### config.mk
export PLATFORM = sky130hd
export DESIGN_NAME = ps2_key_rx
export DESIGN_NICKNAME = d
export VERILOG_FILES = /design/src/rtl/ps2_key_rx.sv
export SDC_FILE = /design/constraint.sdc
export NUM_CORES = 1
export LEC_CHECK = 0
export CORE_MARGIN = 2
export CORE_UTILIZATION = 50
export DETAILED_ROUTE_END_ITERATION = 6
export GPL_ROUTABILITY_DRIVEN = 0
export PLACE_DENSITY_LB_ADDON = 0.2
export SKIP_LAST_GASP = 1
export SYNTH_ARGS = -nofsm -noshare
export SYNTH_HDL_FRONTEND = slang
export SYNTH_SLANG_ARGS = --single-unit
export TNS_END_PERCENT = 50
### constraint.sdc
create_clock -name clk -period 2.9 [get_ports clk]
set_input_delay 0.58 -clock clk [delete_from_list [all_inputs] [get_ports clk]]
set_output_delay 0.58 -clock clk [all_outputs]
set_load 0.01 [all_outputs]
### src/rtl/ps2_key_rx.sv
// PS/2 keyboard receiver: synchronises the pins, deframes 11-bit frames, folds
// set-2 E0/F0 prefixes into key events and queues them in a first-word-fall-through FIFO.
module ps2_key_rx #(
    parameter int SYNC_STAGES = 2,
    parameter int TIMEOUT_CYC = 5000,
    parameter int FIFO_DEPTH  = 8,
    parameter int FIFO_AW     = 3
) (
    input  logic               clk,
    input  logic               rst_n,
    input  logic               ps2_clk,
    input  logic               ps2_data,
    output logic               evt_valid,
    input  logic               evt_ready,
    output logic [7:0]         evt_code,
    output logic               evt_brk,
    output logic               evt_ext,
    output logic [FIFO_AW:0]   fifo_count,
    output logic               frame_err,
    output logic               ovf
);

    localparam int TW = $clog2(TIMEOUT_CYC + 1);
    localparam logic [TW-1:0] TO_LAST = TW'(TIMEOUT_CYC - 1);
    localparam int CW = FIFO_AW + 1;
    localparam logic [FIFO_AW:0] FULL_CNT = CW'(FIFO_DEPTH);

    typedef enum logic [1:0] {IDLE, DATA, PARITY, STOP} state_t;

    logic [SYNC_STAGES-1:0] clk_sync;
    logic [SYNC_STAGES-1:0] data_sync;
    logic                   clk_prev;
    logic                   sync_clk;
    logic                   sync_data;
    logic                   falling;

    state_t                 state;
    logic [2:0]             bit_cnt;
    logic [7:0]             shift;
    logic                   par_bit;
    logic [TW-1:0]          to_cnt;
    logic                   byte_good;
    logic [7:0]             rx_byte;

    logic                   ext_flag;
    logic                   brk_flag;
    logic                   push;

    logic [9:0]             mem [FIFO_DEPTH];
    logic [FIFO_AW-1:0]     wr_ptr;
    logic [FIFO_AW-1:0]     rd_ptr;
    logic                   full;
    logic                   pop;
    logic                   wr_en;
    logic [9:0]             head;

    assign sync_clk  = clk_sync[SYNC_STAGES-1];
    assign sync_data = data_sync[SYNC_STAGES-1];
    assign falling   = clk_prev & ~sync_clk;

    // Synchronisers reset to the idle-bus level so reset never fakes an edge.
    always_ff @(posedge clk or negedge rst_n) begin
        if (!rst_n) begin
            clk_sync  <= '1;
            data_sync <= '1;
            clk_prev  <= 1'b1;
        end else begin
            clk_sync  <= {clk_sync[SYNC_STAGES-2:0], ps2_clk};
            data_sync <= {data_sync[SYNC_STAGES-2:0], ps2_data};
            clk_prev  <= sync_clk;
        end
    end

    // Timeout takes priority over an edge-free cycle; it only ever fires mid-frame.
    always_ff @(posedge clk or negedge rst_n) begin
        if (!rst_n) begin
            state     <= IDLE;
            bit_cnt   <= '0;
            shift     <= '0;
            par_bit   <= 1'b0;
            to_cnt    <= '0;
            frame_err <= 1'b0;
            byte_good <= 1'b0;
            rx_byte   <= '0;
        end else begin
            frame_err <= 1'b0;
            byte_good <= 1'b0;
            if (state == IDLE || falling) begin
                to_cnt <= '0;
            end else begin
                to_cnt <= to_cnt + TW'(1);
            end
            if (state != IDLE && !falling && to_cnt == TO_LAST) begin
                state     <= IDLE;
                frame_err <= 1'b1;
            end else if (falling) begin
                case (state)
                    IDLE: begin
                        if (!sync_data) begin
                            state   <= DATA;
                            bit_cnt <= '0;
                        end
                    end
                    DATA: begin
                        shift   <= {sync_data, shift[7:1]};
                        bit_cnt <= bit_cnt + 3'd1;
                        if (bit_cnt == 3'd7) begin
                            state <= PARITY;
                        end
                    end
                    PARITY: begin
                        par_bit <= sync_data;
                        state   <= STOP;
                    end
                    STOP: begin
                        state <= IDLE;
                        if (sync_data && (^shift ^ par_bit)) begin
                            byte_good <= 1'b1;
                            rx_byte   <= shift;
                        end else begin
                            frame_err <= 1'b1;
                        end
                    end
                    default: state <= IDLE;
                endcase
            end
        end
    end

    assign push = byte_good && rx_byte != 8'hE0 && rx_byte != 8'hF0;

    always_ff @(posedge clk or negedge rst_n) begin
        if (!rst_n) begin
            ext_flag <= 1'b0;
            brk_flag <= 1'b0;
        end else if (byte_good) begin
            if (rx_byte == 8'hE0) begin
                ext_flag <= 1'b1;
            end else if (rx_byte == 8'hF0) begin
                brk_flag <= 1'b1;
            end else begin
                ext_flag <= 1'b0;
                brk_flag <= 1'b0;
            end
        end
    end

    assign full  = (fifo_count == FULL_CNT);
    assign pop   = evt_valid & evt_ready;
    assign wr_en = push & (~full | pop);

    always_ff @(posedge clk) begin
        if (wr_en) begin
            mem[wr_ptr] <= {ext_flag, brk_flag, rx_byte};
        end
    end

    // A push into a full FIFO still succeeds when the head leaves in the same cycle.
    always_ff @(posedge clk or negedge rst_n) begin
        if (!rst_n) begin
            wr_ptr     <= '0;
            rd_ptr     <= '0;
            fifo_count <= '0;
            ovf        <= 1'b0;
        end else begin
            ovf <= push & full & ~pop;
            if (wr_en) begin
                wr_ptr <= wr_ptr + FIFO_AW'(1);
            end
            if (pop) begin
                rd_ptr <= rd_ptr + FIFO_AW'(1);
            end
            case ({wr_en, pop})
                2'b10:   fifo_count <= fifo_count + CW'(1);
                2'b01:   fifo_count <= fifo_count - CW'(1);
                default: fifo_count <= fifo_count;
            endcase
        end
    end

    assign evt_valid = (fifo_count != '0);
    assign head      = mem[rd_ptr];
    assign evt_code  = evt_valid ? head[7:0] : 8'h00;
    assign evt_brk   = evt_valid ? head[8] : 1'b0;
    assign evt_ext   = evt_valid ? head[9] : 1'b0;

endmodule
==> impl_metrics.toml <==
[status]
run_status = "finished clean"

[power_and_ir_drop]
internal-power_w = 0.004624
ir_drop_mv = 0.4719
combPwrFrac = 0.270
switching_power_w = 0.001777
pwr-share-clk = 0.335
seqPwrFrac = 0.396
p_leak_nw = 2.762
p_sw_frac = 0.2776
powerDensity_nw_per_um2 = 958.7

[clock_tree]
clock_sinks = 135
cts.path.max_buffers = 2
tritoncts = "built"
cts.reportedPaths.clkPinSlew_ps = 60
clk-insertion-delay-late_ps = 520
cts_max_level = 4
numCtsBuffers = 17
cts_root_buf = "clkbuf_8"

[floorplanning]
pin_count = 22
die_h_um = 109.4
start_util = 0.5126
core_area_sq_um = 10840
dieArea_sq_um = 11970
chipWidth_um = 109.4
num_rows = 38

[global_routing]
grt_pass1_vias = 2982
gr-total-overflow = 0
grt_max_degree = 45
grt_antenna_before_repair = 0
grt_pass1_wl_um = 15770
track_usage = 0.1825

[yosys]
synth_top_family_by_area = "multiplexers"
synth-async-reset-ratio = 0.4074
synthCells = 340
synth-seq-cells = 135
synth_area_per_cell_sq_um = 16.34
synth_xor_area_frac = 0.04008
synth_ff_type = "edfxtp_1"
yosys.cell_types.count = 43
yosysTopAreaCell = "edfxtp_1"
synth.cell_area_sq_um = 5557
yosysWarningCount = 0
synth_fa_ha_area_frac = 0.02837
synthTopCellsByArea = "edfxtp_1 43%, dfrtp_1 23%, mux4_2 8.1%, mux2_2 4.1%, ha_1 2.5%"
synth_top_area_frac = 0.4323
synthMuxAreaShare = 0.1414
yosysSeqAreaShare = 0.6812
syn-num-nets = 357
yosys.area_share.simple = 0.06845
synth-edff-count = 80
synth_compound_area_frac = 0.02770

[route]
final_antenna_net_count = 0
dr.pass1.iters = 4
vias = 2938
vias_per_cell = 5.421
detail_route.wl_per_cell_um = 17.62
drt-initial-drc-count = 170
drc = 0
wl_um = 9550

[cells_and_area]
num-fill-cells = 834
layout-drive-gt1-share = 0.2413
fin_cells = 542
final_common_cell = "edfxtp_1"
mostFrequentLayoutCells = "80 x edfxtp_1, 49 x dfrtp_1, 31 x nor2_1"
final_area_sq_um = 6676
ff_latch_area_sq_um = 3786
multi_input_area_sq_um = 1707
final_nets = 406
n_antenna_cell = 0
areaGrowthSynthToFinish_pct = 20.15

[place]
dp_cells = 507
dp_hpwl_um = 5942
place_area_sq_um = 6027
portBuffers = 21

[worst_hold_path]
hp-class = "primary input to async pin"

[sta]
fin_skew_ps = 5.457
layout_min_cycle_time_ps = 2883
finalSetupViolations = 0
slew_viol_final = 0
fmax_ghz = 0.3469
worst_pin_slew_ps = 972.1
rsz0062_at_grt = "yes"
slew_headroom = 0.3520
period_share = 0.9940
hold_viol_final = 0

[setup_path]
critPathArrivalTime_ps = 2300
worstSetupPathType = "flop to primary output"
crit_fanout = 10
endpoint_kind = "primary output"
worstPathRequired_ps = 2320
start_kind = "flop"

[job]
drv_cap = 0
[flip-flops by register name, indices dropped and copies added, names as in the netlist]
name and count:
shift 8, byte_good 1, fifo_count 4, state 2, rd_ptr 3, data_sync 2, brk_flag 1, wr_ptr 3
par_bit 1, ovf 1, clk_sync 2, mem 80, frame_err 1, rx_byte 8, bit_cnt 3, to_cnt 13
ext_flag 1, clk_prev 1
[logic make-up after synthesis]
logic type | count (synthesis)
adders and majority gates | 12
muxes | 51
and+or+nand+nor | 78
AOI/OAI and AO/OA | 23
xor gates and xnor gates | 23
buffers and inverters | 18
DFF | 135
[synth_stat cells, types with 2 or more instances]
master and instances:
edfxtp_1 80, dfrtp_1 50, nor2_1 31, mux2_2 20
mux4_2 20, nand2_1 17, ha_1 11, mux2i_1 11
xnor2_1 11, inv_1 10, xor2_1 10, nor3_1 6
a21oi_1 5, dfstp_2 5, clkbuf_1 4, nand3_1 4
nand4_1 4, o21ai_0 4, buf_2 3, nand2b_1 3
a21boi_0 2, a21o_1 2, a22o_1 2, a31oi_1 2
and2_1 2, and4_1 2, o22ai_1 2, or3_1 2
[worst max-delay path: stages, from the launching register on]
cell and delay, ps:
dfrtp_2 420, clkbuf_16 190, mux4_2 500, mux2i_1 140, nor2_1 60, clkdlybuf4s50_1 470
[path summary, 6_finish.rpt]
kind                       slack [ps]  depth (start not counted)             to   startpoint
max reg2reg                       280                         10  fifo_count[3]   rx_byte[5]
max                                20                          5    evt_code[3]    rd_ptr[0]
min                               220                          1      to_cnt[3]        rst_n
min in group clk                  350                          0    clk_sync[1]  clk_sync[0]
min reg2reg                       350                          0    clk_sync[1]  clk_sync[0]
max in group asynchronous        2000                          2     rx_byte[5]        rst_n
[final cells by class]
type                            count  area share
Multi-Input combinational cell    187      0.2556
Tap cell                          140     0.02624
Sequential cell                   135      0.5671
Clock inverter                     15     0.02755
Inverter                           10    0.005622
Timing Repair Buffer               38     0.05585
Clock buffer                       17     0.06203
[power groups by stage]
stage	logic [W]	clock network (W)	registers (W)
2_1_floorplan	0.00118	0	0.00250
4_1_cts	0.00171	0.00218	0.00252
6_report	0.00173	0.00214	0.00253
3_3_place_gp	0.00168	0	0.00254
5_1_grt	0.00190	0.00228	0.00257
3_5_place_dp	0.00170	0	0.00256
[per-layer routing]
layer | vias to the layer above | share of wire | GRT usage
li1 | 1383 | - | -
met3 | 11 | 0.032 | 0.04979
met5 | - | 0 | 0
met4 | 0 | 0.014 | 0.07052
met2 | 55 | 0.50 | 0.2901
met1 | 1489 | 0.45 | 0.2414
[repair_timing]
action / CTS / global route
gates cloned: 0 / 1
setup endpoints to repair: 10 / 10
setup buffers: 0 / 2
hold buffers: 0 / 0
resized for setup: 0 / 5
[per-stage QoR]
step           setup WS [ps]  total power (W)  TNS, ps    util  hold WS, ps
3_5_place_dp           264.2         0.004255        0  0.5560        346.9
2_1_floorplan          536.3         0.003686        0       -        284.4
5_1_grt               -105.0         0.006750   -529.1  0.6159        291.7
4_1_cts               -74.79         0.006414   -345.8  0.6112        238.8
6_report               17.44         0.006401        0  0.6159        223.2
3_3_place_gp           318.9         0.004222        0  0.5560        345.3
Note: power is estimated with default switching activity, not from simulation.
